**src/rtl/mux16_rr_arbiter_pkg.sv**
```systemverilog
// Shared constants and state encoding for the 16-way round-robin arbiter.
// Also provides a one-hot decode helper used by the top level.
package mux16_rr_arbiter_pkg;
  localparam int NUM_REQ = 16;
  localparam int SEL_W   = 4;

  typedef enum logic {
    ST_IDLE  = 1'b0,
    ST_OFFER = 1'b1
  } state_t;

  function automatic logic [NUM_REQ-1:0] onehot(input logic [SEL_W-1:0] idx);
    return NUM_REQ'(1) << idx;
  endfunction
endpackage

```
**src/rtl/mux16_rr_arbiter_mux.sv**
```systemverilog
// 16:1 word multiplexer; requester i occupies bits [i*size +: size].
module mux_16to1 #(
  parameter int size = 4
) (
  input  logic [16*size-1:0] in_data,
  input  logic [3:0]         sel,
  output logic [size-1:0]    out_data
);
  assign out_data = in_data[sel*size +: size];
endmodule

```
**src/rtl/mux16_rr_arbiter_pick.sv**
```systemverilog
// Combinational round-robin picker: first set request bit at or after ptr,
// wrapping modulo 16.
module rr_pick16
  import mux16_rr_arbiter_pkg::*;
(
  input  logic [NUM_REQ-1:0] req,
  input  logic [SEL_W-1:0]   ptr,
  output logic               any,
  output logic [SEL_W-1:0]   idx
);
  logic [2*NUM_REQ-1:0] w_dbl;
  logic [NUM_REQ-1:0]   w_rot;
  logic [SEL_W-1:0]     w_off;

  // Rotating right by ptr puts requester ptr at bit 0, so a plain
  // lowest-bit priority encode yields the offset from ptr.
  assign w_dbl = {req, req} >> ptr;
  assign w_rot = w_dbl[NUM_REQ-1:0];

  // NOTE: default first so no path through the loop leaves w_off unassigned (no latch).
  always_comb begin
    w_off = '0;
    for (int i = NUM_REQ - 1; i >= 0; i--) begin
      if (w_rot[i]) w_off = SEL_W'(i);
    end
  end

  assign any = |req;
  assign idx = w_off + ptr;
endmodule

```
**src/rtl/mux16_rr_arbiter.sv**
```systemverilog
// Round-robin arbiter sharing one 16:1 mux among 16 requesters, presenting
// the granted word on a valid/ready port with back-to-back single-beat transfers.
module mux16_rr_arbiter
  import mux16_rr_arbiter_pkg::*;
#(
  parameter int size = 4
) (
  input  logic                    clk,
  input  logic                    rst,
  input  logic                    en,
  input  logic [NUM_REQ-1:0]      req,
  input  logic [NUM_REQ*size-1:0] in_data,
  output logic [NUM_REQ-1:0]      grant,
  output logic [SEL_W-1:0]        sel,
  output logic [size-1:0]         out_data,
  output logic                    out_valid,
  input  logic                    out_ready
);
  state_t             r_state;
  logic [NUM_REQ-1:0] r_grant;
  logic [SEL_W-1:0]   r_sel;
  logic [SEL_W-1:0]   r_ptr;
  logic               r_valid;

  logic               w_xfer;
  logic [NUM_REQ-1:0] w_req;
  logic [SEL_W-1:0]   w_ptr;
  logic               w_any;
  logic [SEL_W-1:0]   w_idx;

  // On a transfer edge the served requester is masked and the search starts
  // just past it, so the re-arbitration lands on the next requester in turn.
  assign w_xfer = r_valid && out_ready;
  assign w_req  = w_xfer ? (req & ~onehot(r_sel)) : req;
  assign w_ptr  = w_xfer ? r_sel + 1'b1 : r_ptr;

  rr_pick16 u_pick (
    .req (w_req),
    .ptr (w_ptr),
    .any (w_any),
    .idx (w_idx)
  );

  // NOTE: sequential state uses non-blocking assignments only, so every
  // register samples pre-edge values regardless of statement order.
  always_ff @(posedge clk) begin
    if (rst) begin
      r_state <= ST_IDLE;
      r_grant <= '0;
      r_sel   <= '0;
      r_ptr   <= '0;
      r_valid <= 1'b0;
    end else begin
      case (r_state)
        ST_IDLE: begin
          if (en && w_any) begin
            r_state <= ST_OFFER;
            r_valid <= 1'b1;
            r_sel   <= w_idx;
            r_grant <= onehot(w_idx);
          end
        end
        ST_OFFER: begin
          if (out_ready) begin
            r_ptr <= w_ptr;
            if (en && w_any) begin
              r_sel   <= w_idx;
              r_grant <= onehot(w_idx);
            end else begin
              r_state <= ST_IDLE;
              r_valid <= 1'b0;
              r_grant <= '0;
            end
          end
        end
        default: r_state <= ST_IDLE;
      endcase
    end
  end

  assign grant     = r_grant;
  assign sel       = r_sel;
  assign out_valid = r_valid;

  mux_16to1 #(.size(size)) u_mux (
    .in_data  (in_data),
    .sel      (r_sel),
    .out_data (out_data)
  );
endmodule

```
**config.mk**
```make
export PLATFORM = sky130hd
export DESIGN_NAME = mux16_rr_arbiter
export DESIGN_NICKNAME = d
export VERILOG_FILES = /design/src/rtl/mux16_rr_arbiter_pkg.sv /design/src/rtl/mux16_rr_arbiter_mux.sv /design/src/rtl/mux16_rr_arbiter_pick.sv /design/src/rtl/mux16_rr_arbiter.sv
export SDC_FILE = /design/constraint.sdc
export NUM_CORES = 1
export LEC_CHECK = 0
export ABC_CLOCK_PERIOD_IN_PS = 5580
export BUFFER_PORTS_ARGS = -buffer_cell sky130_fd_sc_hd__buf_2
export CAP_MARGIN = 20
export CORE_MARGIN = 3
export CORE_UTILIZATION = 25
export CTS_BUF_LIST = sky130_fd_sc_hd__clkbuf_16
export CTS_CLUSTER_DIAMETER = 100
export CTS_CLUSTER_SIZE = 8
export DETAILED_ROUTE_END_ITERATION = 10
export PLACE_DENSITY = 0.44
export SYNTH_ARGS = -nofsm -noshare
export SYNTH_HDL_FRONTEND = slang
export SYNTH_SLANG_ARGS = --single-unit
```
**constraint.sdc**
```tcl
create_clock -name clk -period 5.58 [get_ports clk]
set_input_delay 0.279 -clock clk [delete_from_list [all_inputs] [get_ports clk]]
set_output_delay 0.279 -clock clk [all_outputs]
set_load 0.01 [all_outputs]
```
[Yosys cells after proc, flatten, opt, wreduce, memory -nomap -nowiden]
Index checks and enable logic that the tools add are counted.
Word-level totals
  output and inout port bits: 25
  input port bits: 84
  bits in registers: 26
  word-level logic and storage cells: 55
Cells by class
  eq/ne operators: 3
  bitwise gates (word level): 3
  mux-type cells: 32
  reduce and logical (&&, ||, !) cells: 6
  shifts and indexed selects: 4
  add/subtract/negate cells: 2
Operators with widths (number)
  4-bit 2-to-1 mux: 19
  16-bit 2-to-1 mux: 4
  64-bit by 7-bit indexed part select with 4-bit output: 1
  16-bit one-hot mux with 2 select lines: 1
  1-bit by 4-bit left shift with 16-bit output, first input constant: 2
  32-bit by 4-bit >> shifter with 16-bit output: 1
  16-bit AND: 1
  16-bit inverter: 1
  16-bit OR reduction: 1
  4-bit one-hot mux with 2 select lines: 1
  2-bit inequality test, second input constant: 3
  1-bit 2-to-1 mux: 5
  4-bit by 1-bit adder with 4-bit output, second input constant: 1
  4-bit adder: 1
  1-bit one-hot mux with 2 select lines: 2
  2-bit AND reduction: 2
  3-bit AND reduction: 1
  1-bit logical AND: 2
  1-bit inverter: 1

[Logic depth before layout (Yosys ltp)]
Gate-level depths: netlist of the first run.
  word-level depth: 26
  mapped depth: 23
  depth with buffers taken out: 19

[By module]
Synthesis of the first run repeated with hierarchy kept, for this count alone.
Unflattened totals
  cells, all modules: 307
  area, all modules: 3139.3 um2
By module, submodules not included
  mux16_rr_arbiter: sequential area each 520.5 um2, times used 1, cells each 169, area an instance 1400.1 um2
  rr_pick16: sequential area each 0.0 um2, times used 1, cells each 99, area an instance 1184.9 um2
  mux_16to1: sequential area each 0.0 um2, times used 1, cells each 39, area an instance 554.3 um2

[Worst setup path before layout of the first run]
No wires, ideal clock.
  path type: register to register
  start point: register r_sel[0], in the netlist sel[0]
  end point: register r_grant[0], in the netlist grant[0]
  setup slack: 523 ps
  setup time: 117 ps
  arrival: 4940 ps
  stages on the path, launching flop included: 22
  path buffers: 4
  clock period less this slack: 5057 ps
  required time: 5463 ps
  cell sequence: dfxtp_1 buf_2 buf_1 inv_1 ha_1 nand3_1 and2_4 buf_12 inv_12 mux2i_1 mux2i_1 mux2_2 mux2_2 a21boi_0 o21ai_0 o311a_1 o21a_1 ha_1 fa_1 clkbuf_1 nor2_1 a32o_1
Between the ends
  elaborated cells on any way between the ends: 33
  those cells by class: add/sub: 2; eq/ne: 1; shift: 3; mux: 22; bitwise: 2; reduce/logical: 3
RTL lines
  start: declaration: line mux16_rr_arbiter.sv:21  | logic [SEL_W-1:0] r_sel;
  start signal: assignment: line mux16_rr_arbiter.sv:59  | r_sel <= w_idx;
  start signal: assignment: line mux16_rr_arbiter.sv:67  | r_sel <= w_idx;
  4-bit by 1-bit adder with 4-bit output (*): line mux16_rr_arbiter.sv:35  | assign w_ptr = w_xfer ? r_sel + 1'b1 : r_ptr;
  4-bit 2-to-1 mux (*): line mux16_rr_arbiter.sv:35
  net u_pick.ptr[1]: line mux16_rr_arbiter_pick.sv:7  | input logic [SEL_W-1:0] ptr,
  32-bit by 4-bit >> shifter with 16-bit output: line mux16_rr_arbiter_pick.sv:17  | assign w_dbl = {req, req} >> ptr;
  4-bit 2-to-1 mux (16 in a row): line mux16_rr_arbiter_pick.sv:24  | if (w_rot[i]) w_off = SEL_W'(i);
  4-bit adder (*): line mux16_rr_arbiter_pick.sv:29  | assign idx = w_off + ptr;
  net u_pick.idx[1]: line mux16_rr_arbiter_pick.sv:9  | output logic [SEL_W-1:0] idx
  1-bit by 4-bit left shift with 16-bit output (*): line mux16_rr_arbiter_pkg.sv:13  | return NUM_REQ'(1) << idx;
  16-bit 2-to-1 mux: line mux16_rr_arbiter.sv:66  | if (en && w_any) begin
  16-bit 2-to-1 mux: line mux16_rr_arbiter.sv:64  | if (out_ready) begin
  16-bit one-hot mux with 2 select lines (*): line mux16_rr_arbiter.sv:54  | case (r_state)
  end signal: assignment: line mux16_rr_arbiter.sv:60  | r_grant <= onehot(w_idx);
  end signal: assignment: line mux16_rr_arbiter.sv:68  | r_grant <= onehot(w_idx);
  end: declaration: line mux16_rr_arbiter.sv:20  | logic [NUM_REQ-1:0] r_grant;
The timed path passes the listed nets; every way through them passes the cells marked *. The select of a mux whose other input is x is not followed.
A chain may end at the register's enable or synchronous reset.

[Worst setup path in the final report of the first run]
  start point: register r_sel[0], in the netlist sel[0]
  end point: register r_sel[3], in the netlist sel[3]
Between the ends
  elaborated cells on any way between the ends: 29
  those cells by class: add/sub: 2; shift: 2; mux: 21; bitwise: 2; reduce/logical: 2
RTL lines (line)
  4-bit by 1-bit adder with 4-bit output (*): mux16_rr_arbiter.sv:35
  4-bit 2-to-1 mux (*): mux16_rr_arbiter.sv:35
  net u_pick.ptr[0]: mux16_rr_arbiter_pick.sv:7
  32-bit by 4-bit >> shifter with 16-bit output: mux16_rr_arbiter_pick.sv:17
  4-bit 2-to-1 mux (16 in a row): mux16_rr_arbiter_pick.sv:24
  4-bit adder (*): mux16_rr_arbiter_pick.sv:29
  4-bit 2-to-1 mux (*): mux16_rr_arbiter.sv:56, mux16_rr_arbiter.sv:66
  4-bit 2-to-1 mux: mux16_rr_arbiter.sv:64
  4-bit one-hot mux with 2 select lines (*): mux16_rr_arbiter.sv:54
Marks and branches as above.

==> metrics.csv, run 1 <==
stage;metric;value;unit
status;outcome;complete, no violations;
cells_and_area;drive_gt1_frac;0.411;
synthesis;yosys_most_used_dff;dfxtp_1;
setup_path;cp_top_family;compound AO/OA/AOI/OAI gates;
floorplanning;fp.dieW;113;um
floorplanning;die-area;0.0128;sq mm
timing;min_period;4.77;ns
synthesis;ys_types;50;
timing;fmax;0.209;GHz
floorplanning;die_h;113;um
setup_path;crit_buf_inv;3;
power_and_ir_drop;leakagePower;1.68;nW
timing;relSlewSlack;0.552;
drt;first_iter_violations;151;
cells_and_area;area_growth;25.2;%
setup_path;cp_max_fo;20;
clocking;clk_latency;0.26;ns
drt;drc;0;
global_routing;grt_overflow;0;
setup_path;critPathKind;reg2reg;
floorplanning;start_util;0.259;
drt;via_per_inst;5.06;
timing;slew_viol_final;0;
run;cap_violations;0;
clocking;post-cts-setup-buffers;0;
setup_path;required;5.72;ns
worst_hold_path;hold_end;r_state;
synthesis;post_synth.cell_area_avg;9.63;sq um
timing;finalCritPeriodShare;0.856;
global_routing;top_usage_layer;met2;
synthesis;synth_common_cells;mux2i_1 (56), nand2_1 (27), dfxtp_1 (26);
synthesis;yosys_warnings;0;
global_routing;grt.met2_usage;0.230;
clocking;cts_tree;built;
clocking;clkTransAtPathRegs;0.06;ns
synthesis;synth.top_cell.area_share;0.196;
setup_path;startpoint_type;flop;
clocking;cts_made_buffers;3;
setup_path;slowest_stage;a21o_1;
drt;wl_per_cell;16.6;um
timing;rsz0062_at_grt;false;
cells_and_area;final_cells;537;
place;portBuffers;108;
floorplanning;io_pins;109;
timing;hold_viol;0;
setup_path;endpoint_kind;flop;
power_and_ir_drop;pwr_density_cell;195;mW/mm^2
timing;worstMarginPinSlew;0.672;ns
drt;wirelength;8940;um
timing;tns;0;ns
cells_and_area;multiInputGateArea;0.00217;sq mm
clocking;ctsResizeCount;0;
synthesis;synth_area_leaders;mux2i_1 (20%), dfxtp_1 (18%), mux4_2 (16%);
worst_hold_path;min_path_cells;3;
floorplanning;rows;38;
place;dp_hpwl;7470;um
synthesis;syn-num-nets;391;
place;place_area;0.00350;sq mm
cells_and_area;final_nets;492;
clocking;cts_hold_buf;0;
synthesis;synth-edff-count;0;
cells_and_area;register_area;520;sq um
synthesis;syn_area;0.00286;sq mm
cells_and_area;antenna_cells;0;
setup_path;crit_path_max_incr_delay;0.60;ns
drt;drt_pass1_iterations;6;
global_routing;grt_max_degree;21;
cells_and_area;fillCellCount;1159;
floorplanning;core-area;0.0110;sq mm
setup_path;reg2reg_depth;17;
setup_path;r2r-end;sel[3];
timing;final-setup-viol-count;0;
timing;worst_clock_skew;0.00425;ns
cells_and_area;fin_area;0.00358;sq mm
global_routing;first_global_vias;2899;
setup_path;r2r_start;sel[0];
clocking;cts-root-buf;clkbuf_16;
synthesis;netlist_instances;297;
power_and_ir_drop;ir_drop;141;uV
clocking;cts_max_level;1;
global_routing;track_usage;0.139;
drt;vias;2716;
global_routing;grt_first_pass_wirelength;14900;um
global_routing;use_met3;0.0219;
clocking;numClockSinks;26;
global_routing;grtUsageMet1;0.200;
setup_path;r2r_slack;0.81;ns
power_and_ir_drop;p_total;0.698;mW
setup_path;worstPathArrival;4.91;ns
worst_hold_path;hold_path.class;in2reg;
synthesis;yosysMostFrequentCell;mux2i_1;
worst_hold_path;hp-start;en;
place;place_inst;533;
global_routing;antenna_found_initial;0;
synthesis;yosysSeqAreaShare;0.182;
synthesis;synth.ff_latch_count;26;
clocking;clk_path_buf_depth;2;
synthesis;synth_top_area_cell;mux2i_1;
setup_path;crit_path_cell_trace;buf_4, a21o_1, inv_2, mux2i_1, mux2_2, mux2i_1, nor2_1, a21boi_0, o21ai_0, a31oi_1, ha_1, a21o_1, a21oi_1, xnor2_1, xor2_2, buf_4, a211oi_1;
drt;antenna_left;0;
synthesis;synthArstFlopShare;0;
place;gp_congestion;0.810;
layer usage:
metal / wire length [um] / up-vias
li1: - / 1341
met1: 4420 / 1305
met2: 4040 / 66
met3: 437 / 4
met4: 32 / 0
met5: 0 / -
worst max-delay path by stage:
stage	endpoint	slack, ns	depth (start not counted)	from
2_1_floorplan	grant[0]	0.52	21	sel[0]
3_3_place_gp	sel[3]	0.78	17	sel[0]
3_5_place_dp	sel[3]	0.75	17	sel[0]
4_1_cts	sel[3]	0.73	17	sel[0]
5_1_grt	sel[3]	0.21	17	sel[0]
6_report	sel[3]	0.81	17	sel[0]
flip-flops by register name, indices dropped and copies added, names as in the netlist:
register	cells
grant	16
r_state	1
out_valid	1
r_ptr	4
sel	4
worst reg2reg max path: stages (launching register included):
cell and delay, ns:
dfxtp_1 0.40, buf_4 0.36, a21o_1 0.60, inv_2 0.20
mux2i_1 0.34, mux2_2 0.22, mux2i_1 0.10, nor2_1 0.21
a21boi_0 0.19, o21ai_0 0.10, a31oi_1 0.29, ha_1 0.29
a21o_1 0.15, a21oi_1 0.17, xnor2_1 0.18, xor2_2 0.55
buf_4 0.24, a211oi_1 0.06
layout make-up:
class | count | area share
multi-input combinational | 244 | 0.606
clock inverter | 1 | 0.00105
timing repair buffer | 115 | 0.166
clock buffer | 3 | 0.0210
tap | 140 | 0.0489
inverter | 8 | 0.0119
sequential | 26 | 0.145
where the power goes:
group,switching (mW),internal [mW],total [mW]
Clock,0.0626,0.0958,0.158
Combinational,0.176,0.159,0.335
Sequential,0.00999,0.195,0.205
kinds of logic (layout without fill, tap and decap cells):
family	after synthesis	count (layout)	synth area share
compound gates	61	61	0.150
xor+xnor	5	5	0.0179
fa+ha+maj	10	10	0.0464
buf+inv	27	127	0.0604
flops	26	26	0.182
mux	90	90	0.409
simple gates	78	78	0.134
placed cells by master, fill, tap and decap left out, types with 3 or more instances in the layout:
cell	netlist	final
inv_2	3	3
dfxtp_1	26	26
nand2b_1	3	3
nand4_1	7	7
mux2i_1	56	56
a21o_1	4	4
o31ai_1	6	6
a32o_1	8	8
buf_2	7	108
buf_4	3	7
nor2_1	20	20
clkbuf_16	0	3
and2_1	3	3
o21ai_0	19	19
mux4_2	20	20
nand2_1	27	27
inv_1	4	4
and2_4	3	3
o41ai_1	4	4
a21oi_1	7	7
nand3_1	6	6
ha_1	9	9
mux2_2	14	14
per-stage QoR:
| stage | hold WS, ns | setup slack, ns | utilization |
|---|---|---|---|
| global route | 0.373 | 0.207 | 0.325 |
| detailed placement | 0.438 | 0.747 | 0.317 |
| finish | 0.332 | 0.806 | 0.325 |
| CTS | 0.325 | 0.732 | 0.325 |
| floorplan | 0.437 | 0.523 | - |
| global placement | 0.441 | 0.781 | 0.317 |
Power figures use the tool's default switching activity.
==> run 2, diff against run 1 <==
ABC_AREA = 1   (was unset)
BUFFER_PORTS_ARGS = -buffer_cell sky130_fd_sc_hd__buf_4   (was -buffer_cell sky130_fd_sc_hd__buf_2)
CTS_CLUSTER_DIAMETER = unset   (was 100)
PLACE_DENSITY = 0.43   (was 0.44)
==> metrics.csv, run 2 <==
stage;metric;value;unit
place;gp_congestion;0.871;
drt;via_per_inst;5.03;
synthesis;synth.ff_latch_count;26;
synthesis;synth_top_area_cell;nand3_1;
synthesis;yosys_most_used_dff;dfxtp_1;
place;dp_hpwl;10100;um
synthesis;syn-num-nets;650;
synthesis;synth_area_leaders;nand3_1 (18%), dfxtp_1 (16%), nand2_1 (13%);
setup_path;slowest_stage;o21ai_4;
setup_path;endpoint_kind;flop;
floorplanning;core-area;0.0128;sq mm
drt;wirelength;12600;um
cells_and_area;largest_reg_flops;16;
floorplanning;io_pins;109;
cells_and_area;final_cells;820;
cells_and_area;antenna_cells;0;
status;outcome;complete, no violations;
power_and_ir_drop;ir_drop;121;uV
timing;min_period;4.67;ns
drt;first_iter_violations;273;
timing;finalCritPeriodShare;0.837;
setup_path;cp_max_fo;19;
global_routing;first_global_vias;4018;
timing;slew_viol_final;0;
synthesis;synth-edff-count;0;
timing;final-setup-viol-count;0;
clocking;cts_hold_buf;0;
synthesis;post_synth.cell_area_avg;5.96;sq um
cells_and_area;final_nets;743;
timing;relSlewSlack;0.626;
timing;tns;0;ns
clocking;clkTransAtPathRegs;0.07;ns
global_routing;grt_first_pass_wirelength;20300;um
synthesis;yosys_warnings;0;
setup_path;crit_path_max_incr_delay;0.46;ns
clocking;clk_path_buf_depth;2;
setup_path;required;5.78;ns
synthesis;synth.top_cell.area_share;0.184;
timing;rsz0062_at_grt;false;
setup_path;cp_common_cell;nand2_1;
clocking;ctsResizeCount;0;
global_routing;grt_max_degree;37;
synthesis;synth_common_cells;nand3_1 (122), nand2_1 (116), nor2_1 (43);
cells_and_area;final_common_cell;nand3_1;
cells_and_area;drive_gt1_frac;0.253;
run;cap_violations;0;
clocking;cts_tree;built;
timing;fmax;0.214;GHz
setup_path;worstPathArrival;4.87;ns
clocking;cts_max_level;1;
clocking;post-cts-setup-buffers;0;
timing;worstMarginPinSlew;0.561;ns
floorplanning;die-area;0.0147;sq mm
drt;drt_pass1_iterations;5;
place;portBuffers;108;
clocking;clk_latency;0.26;ns
floorplanning;die_h;121;um
cells_and_area;final_cell_mix;nand3_1 (122), nand2_1 (116), buf_4 (115);
synthesis;yosysSeqAreaShare;0.157;
floorplanning;fp.dieW;121;um
drt;antenna_left;0;
setup_path;startpoint_type;flop;
worst_hold_path;min_path_cells;2;
power_and_ir_drop;leakagePower;2.04;nW
timing;worst_clock_skew;0.00408;ns
global_routing;grt_overflow;0;
global_routing;antenna_found_initial;0;
setup_path;crit_cells;29;
timing;worst_slack;0.909;ns
global_routing;track_usage;0.169;
setup_path;crit_buf_inv;4;
place;place_inst;816;
worst_hold_path;hold_path.class;in2reg;
drt;wl_per_cell;15.4;um
floorplanning;start_util;0.259;
cells_and_area;area_growth;31.0;%
drt;vias;4121;
timing;hold_viol;0;
clocking;cts_made_buffers;3;
place;pre_cts_ws;0.896;ns
timing;whs;0.345;ns
power_and_ir_drop;pwr_density_cell;225;mW/mm^2
drt;drc;0;
setup_path;cp_top_family;simple AND/OR/NAND/NOR gates;
synthesis;yosysMostFrequentCell;nand3_1;
floorplanning;rows;41;
clocking;cts-root-buf;clkbuf_16;
setup_path;reg2reg_depth;29;
synthesis;syn_area;0.00331;sq mm
clocking;numClockSinks;26;
synthesis;netlist_instances;556;
synthesis;synthArstFlopShare;0;
setup_path;critPathKind;reg2reg;
synthesis;ys_types;44;
## run 2: changes by cell type after synthesis, sizes merged, moves of 20 or more
cell	change
nor2	+29
mux2i	-56
inv	+42
mux4	-20
nand3	+125
a21oi	+20
o21ai	+37
nand2	+101
## run 2: cells by family (layout without fill, tap and decap cells)
family / count (synthesis) / after routing / synth area share
xor+xnor: 3 / 3 / 0.00793
simple gates: 322 / 322 / 0.468
buf+inv: 78 / 170 / 0.106
compound gates: 117 / 117 / 0.221
flops: 26 / 26 / 0.157
fa+ha+maj: 10 / 10 / 0.0400
## run 2: power by group
group	internal [mW]	leakage, nW	switching [mW]
Sequential	0.199	0.212	0.00924
Combinational	0.209	1.78	0.350
Clock	0.143	0.0511	0.0668
## run 2: routing by layer
layer,up-vias,track usage,share of wire
li1,2097,-,-
met4,0,0.0297,0.014
met1,1915,0.230,0.46
met3,12,0.0196,0.044
met2,97,0.291,0.48
met5,-,0,0
## run 2: stage by stage
step	power, mW	util	cell area [sq um]
after floorplan	0.596	-	3310
after global placement	0.774	0.331	4230
after detailed placement	0.772	0.331	4230
after CTS	0.986	0.340	4340
after global routing	1.06	0.340	4340
final	0.976	0.340	4340
## run 2: area by class of cell
cell class	instances	area [sq um]
Tap cell	172	215
Clock inverter	1	30.0
Sequential cell	26	520
Timing Repair Buffer	115	863
Fill cell	1409	8430
Inverter	51	194
Multi-Input combinational cell	452	2440
Clock buffer	3	75.1
## run 2: worst reg2reg max path: cells and delay by family, from the launching register on
kind	cells	cell delay, ns
xor+xnor	1	0.42
buf+inv	4	0.74
flops	1	0.33
fa+ha+maj	3	1.09
simple gates	17	1.21
compound gates	4	0.81
## run 2: final timing paths
check | slack (ns) | start | end
max reg2reg | 0.91 | sel[2] | grant[3]
min | 0.35 | rst | grant[11]
max | 0.91 | sel[2] | grant[3]
min reg2reg | 0.47 | grant[11] | grant[11]
==> run 3, diff against run 2 <==
ABC_AREA = 0   (was 1)
ABC_CLOCK_PERIOD_IN_PS = 4600   (was 5580)
PLACE_DENSITY = 0.44   (was 0.43)
clock period = 4.6 ns   (was 5.58 ns; I/O delays follow)
==> metrics.csv, run 3 (same netlist as run 1, synthesis figures left out) <==
stage;metric;value;unit
cells_and_area;antenna_cells;0;
clocking;numClockSinks;26;
setup_path;r2r_start;sel[1];
place;place_inst;543;
worst_hold_path;hold_path.class;in2reg;
global_routing;track_usage;0.148;
setup_path;crit_path_max_incr_delay;0.36;ns
clocking;cts-root-buf;clkbuf_16;
setup_path;worstPathArrival;4.47;ns
floorplanning;core-area;0.0110;sq mm
setup_path;startpoint_type;flop;
global_routing;grt_overflow;0;
cells_and_area;area_growth;44.9;%
clocking;cts_tree;built;
global_routing;antenna_found_initial;0;
timing;worstMarginPinSlew;0.517;ns
drt;vias;2792;
setup_path;r2r_slack;0.29;ns
timing;min_period;4.31;ns
clocking;cts_hold_buf;0;
setup_path;endpoint_kind;flop;
cells_and_area;largest_reg_flops;16;
drt;wl_per_cell;17.1;um
status;outcome;complete, no violations;
worst_hold_path;hold_end;r_ptr[2];
setup_path;reg2reg_depth;20;
timing;hold_viol;0;
run;cap_violations;0;
timing;relSlewSlack;0.652;
setup_path;critPathKind;reg2reg;
clocking;clkTransAtPathRegs;0.06;ns
clocking;clk_path_buf_depth;2;
timing;fmax;0.232;GHz
power_and_ir_drop;ir_drop;136;uV
setup_path;r2r-end;grant[9];
timing;worst_clock_skew;0.00497;ns
floorplanning;io_pins;109;
global_routing;grt_first_pass_wirelength;15600;um
floorplanning;rows;38;
cells_and_area;final_cell_mix;buf_4 (127), mux2i_1 (47), nand2_1 (27);
timing;finalCritPeriodShare;0.938;
place;portBuffers;108;
timing;slew_viol_final;0;
drt;drt_pass1_iterations;4;
timing;final-setup-viol-count;0;
floorplanning;die_h;113;um
global_routing;grt_max_degree;21;
setup_path;crit_path_cell_trace;inv_1, ha_1, nand3_1, and2_4, inv_12, mux2i_4, mux2i_1, mux2_2, mux2_2, or2b_1, o21ai_0, o311a_1, o21a_1, ha_1, a21o_1, a21oi_2, xnor2_1, xor2_2, buf_12, o41ai_1;
floorplanning;start_util;0.259;
drt;first_iter_violations;176;
clocking;clk_latency;0.26;ns
setup_path;crit_buf_inv;3;
cells_and_area;drive_gt1_frac;0.480;
cells_and_area;final_common_cell;buf_4;
place;gp_congestion;0.812;
setup_path;cp_top_family;compound AO/OA/AOI/OAI gates;
drt;antenna_left;0;
global_routing;first_global_vias;2983;
power_and_ir_drop;leakagePower;1.85;nW
worst_hold_path;hp-start;rst;
drt;wirelength;9390;um
clocking;cts_made_buffers;3;
setup_path;cp_max_fo;17;
timing;tns;0;ns
worst_hold_path;min_path_cells;2;
drt;via_per_inst;5.08;
power_and_ir_drop;pwr_density_cell;237;mW/mm^2
cells_and_area;final_cells;550;
floorplanning;fp.dieW;113;um
setup_path;required;4.76;ns
floorplanning;die-area;0.0128;sq mm
place;dp_hpwl;7800;um
cells_and_area;final_nets;505;
setup_path;slowest_stage;dfxtp_2;
drt;drc;0;
clocking;cts_max_level;1;
-- run 3: power breakdown --
part	leakage (nW)	switching [mW]	internal, mW
Sequential	0.212	0.0130	0.237
Clock	0.0511	0.0784	0.173
Combinational	1.59	0.233	0.247
-- run 3: cell type report --
class,count,area (sq um)
Fill cell,1101,6890
Clock inverter,1,30.0
Clock buffer,3,75.1
Timing Repair Buffer,128,973
Tap cell,140,175
Sequential cell,26,523
Multi-Input combinational cell,244,2320
Inverter,8,42.5
-- run 3: what timing repair did --
| item | in CTS | in global routing |
|---|---|---|
| setup buffers | 0 | 3 |
| setup endpoints to repair | 13 | 19 |
| resized for setup | 2 | 37 |
| pin swaps | 1 | 4 |
-- run 3: metal layers --
metal,part of all wire,global-route usage,vias to the layer above,wire length (um)
li1,-,-,1368,-
met1,0.46,0.201,1359,4340
met2,0.49,0.254,59,4590
met3,0.041,0.0257,6,381
met4,0.0079,0.0168,0,74
met5,0,0,-,0
-- run 3: worst register-to-register path, cell delays in order, from the launching register on --
cell     delay (ns)
dfxtp_2        0.36
inv_1          0.06
ha_1           0.26
nand3_1        0.07
and2_4         0.23
inv_12         0.12
mux2i_4        0.27
mux2i_1        0.12
mux2_2         0.31
mux2_2         0.29
or2b_1         0.16
o21ai_0        0.09
o311a_1        0.34
o21a_1         0.18
ha_1           0.24
a21o_1         0.20
a21oi_2        0.14
xnor2_1        0.17
xor2_2         0.12
buf_12         0.17
o41ai_1        0.29
-- run 3: worst max path at each step --
stage / cells after the start / endpoint / slack, ns / from
2_1_floorplan: 21 / grant[0] / -0.02 / sel[0]
4_1_cts: 17 / grant[0] / 0.01 / sel[1]
5_1_grt: 20 / grant[9] / -0.02 / sel[1]
3_3_place_gp: 17 / grant[4] / -0.09 / sel[1]
6_report: 20 / grant[9] / 0.29 / sel[1]
3_5_place_dp: 18 / grant[14] / -0.1 / sel[1]
-- run 3: stage by stage --
stage / hold slack (ns) / total power, mW / cell area [sq um] / setup WS (ns) / util
2_1_floorplan: 0.411 / 0.546 / 2870 / -0.0206 / -
3_3_place_gp: 0.437 / 0.709 / 3860 / -0.0936 / 0.350
3_5_place_dp: 0.435 / 0.709 / 3860 / -0.0961 / 0.350
4_1_cts: 0.246 / 0.966 / 3980 / 0.0129 / 0.361
5_1_grt: 0.261 / 1.05 / 4140 / -0.0183 / 0.376
6_report: 0.249 / 0.981 / 4140 / 0.287 / 0.376
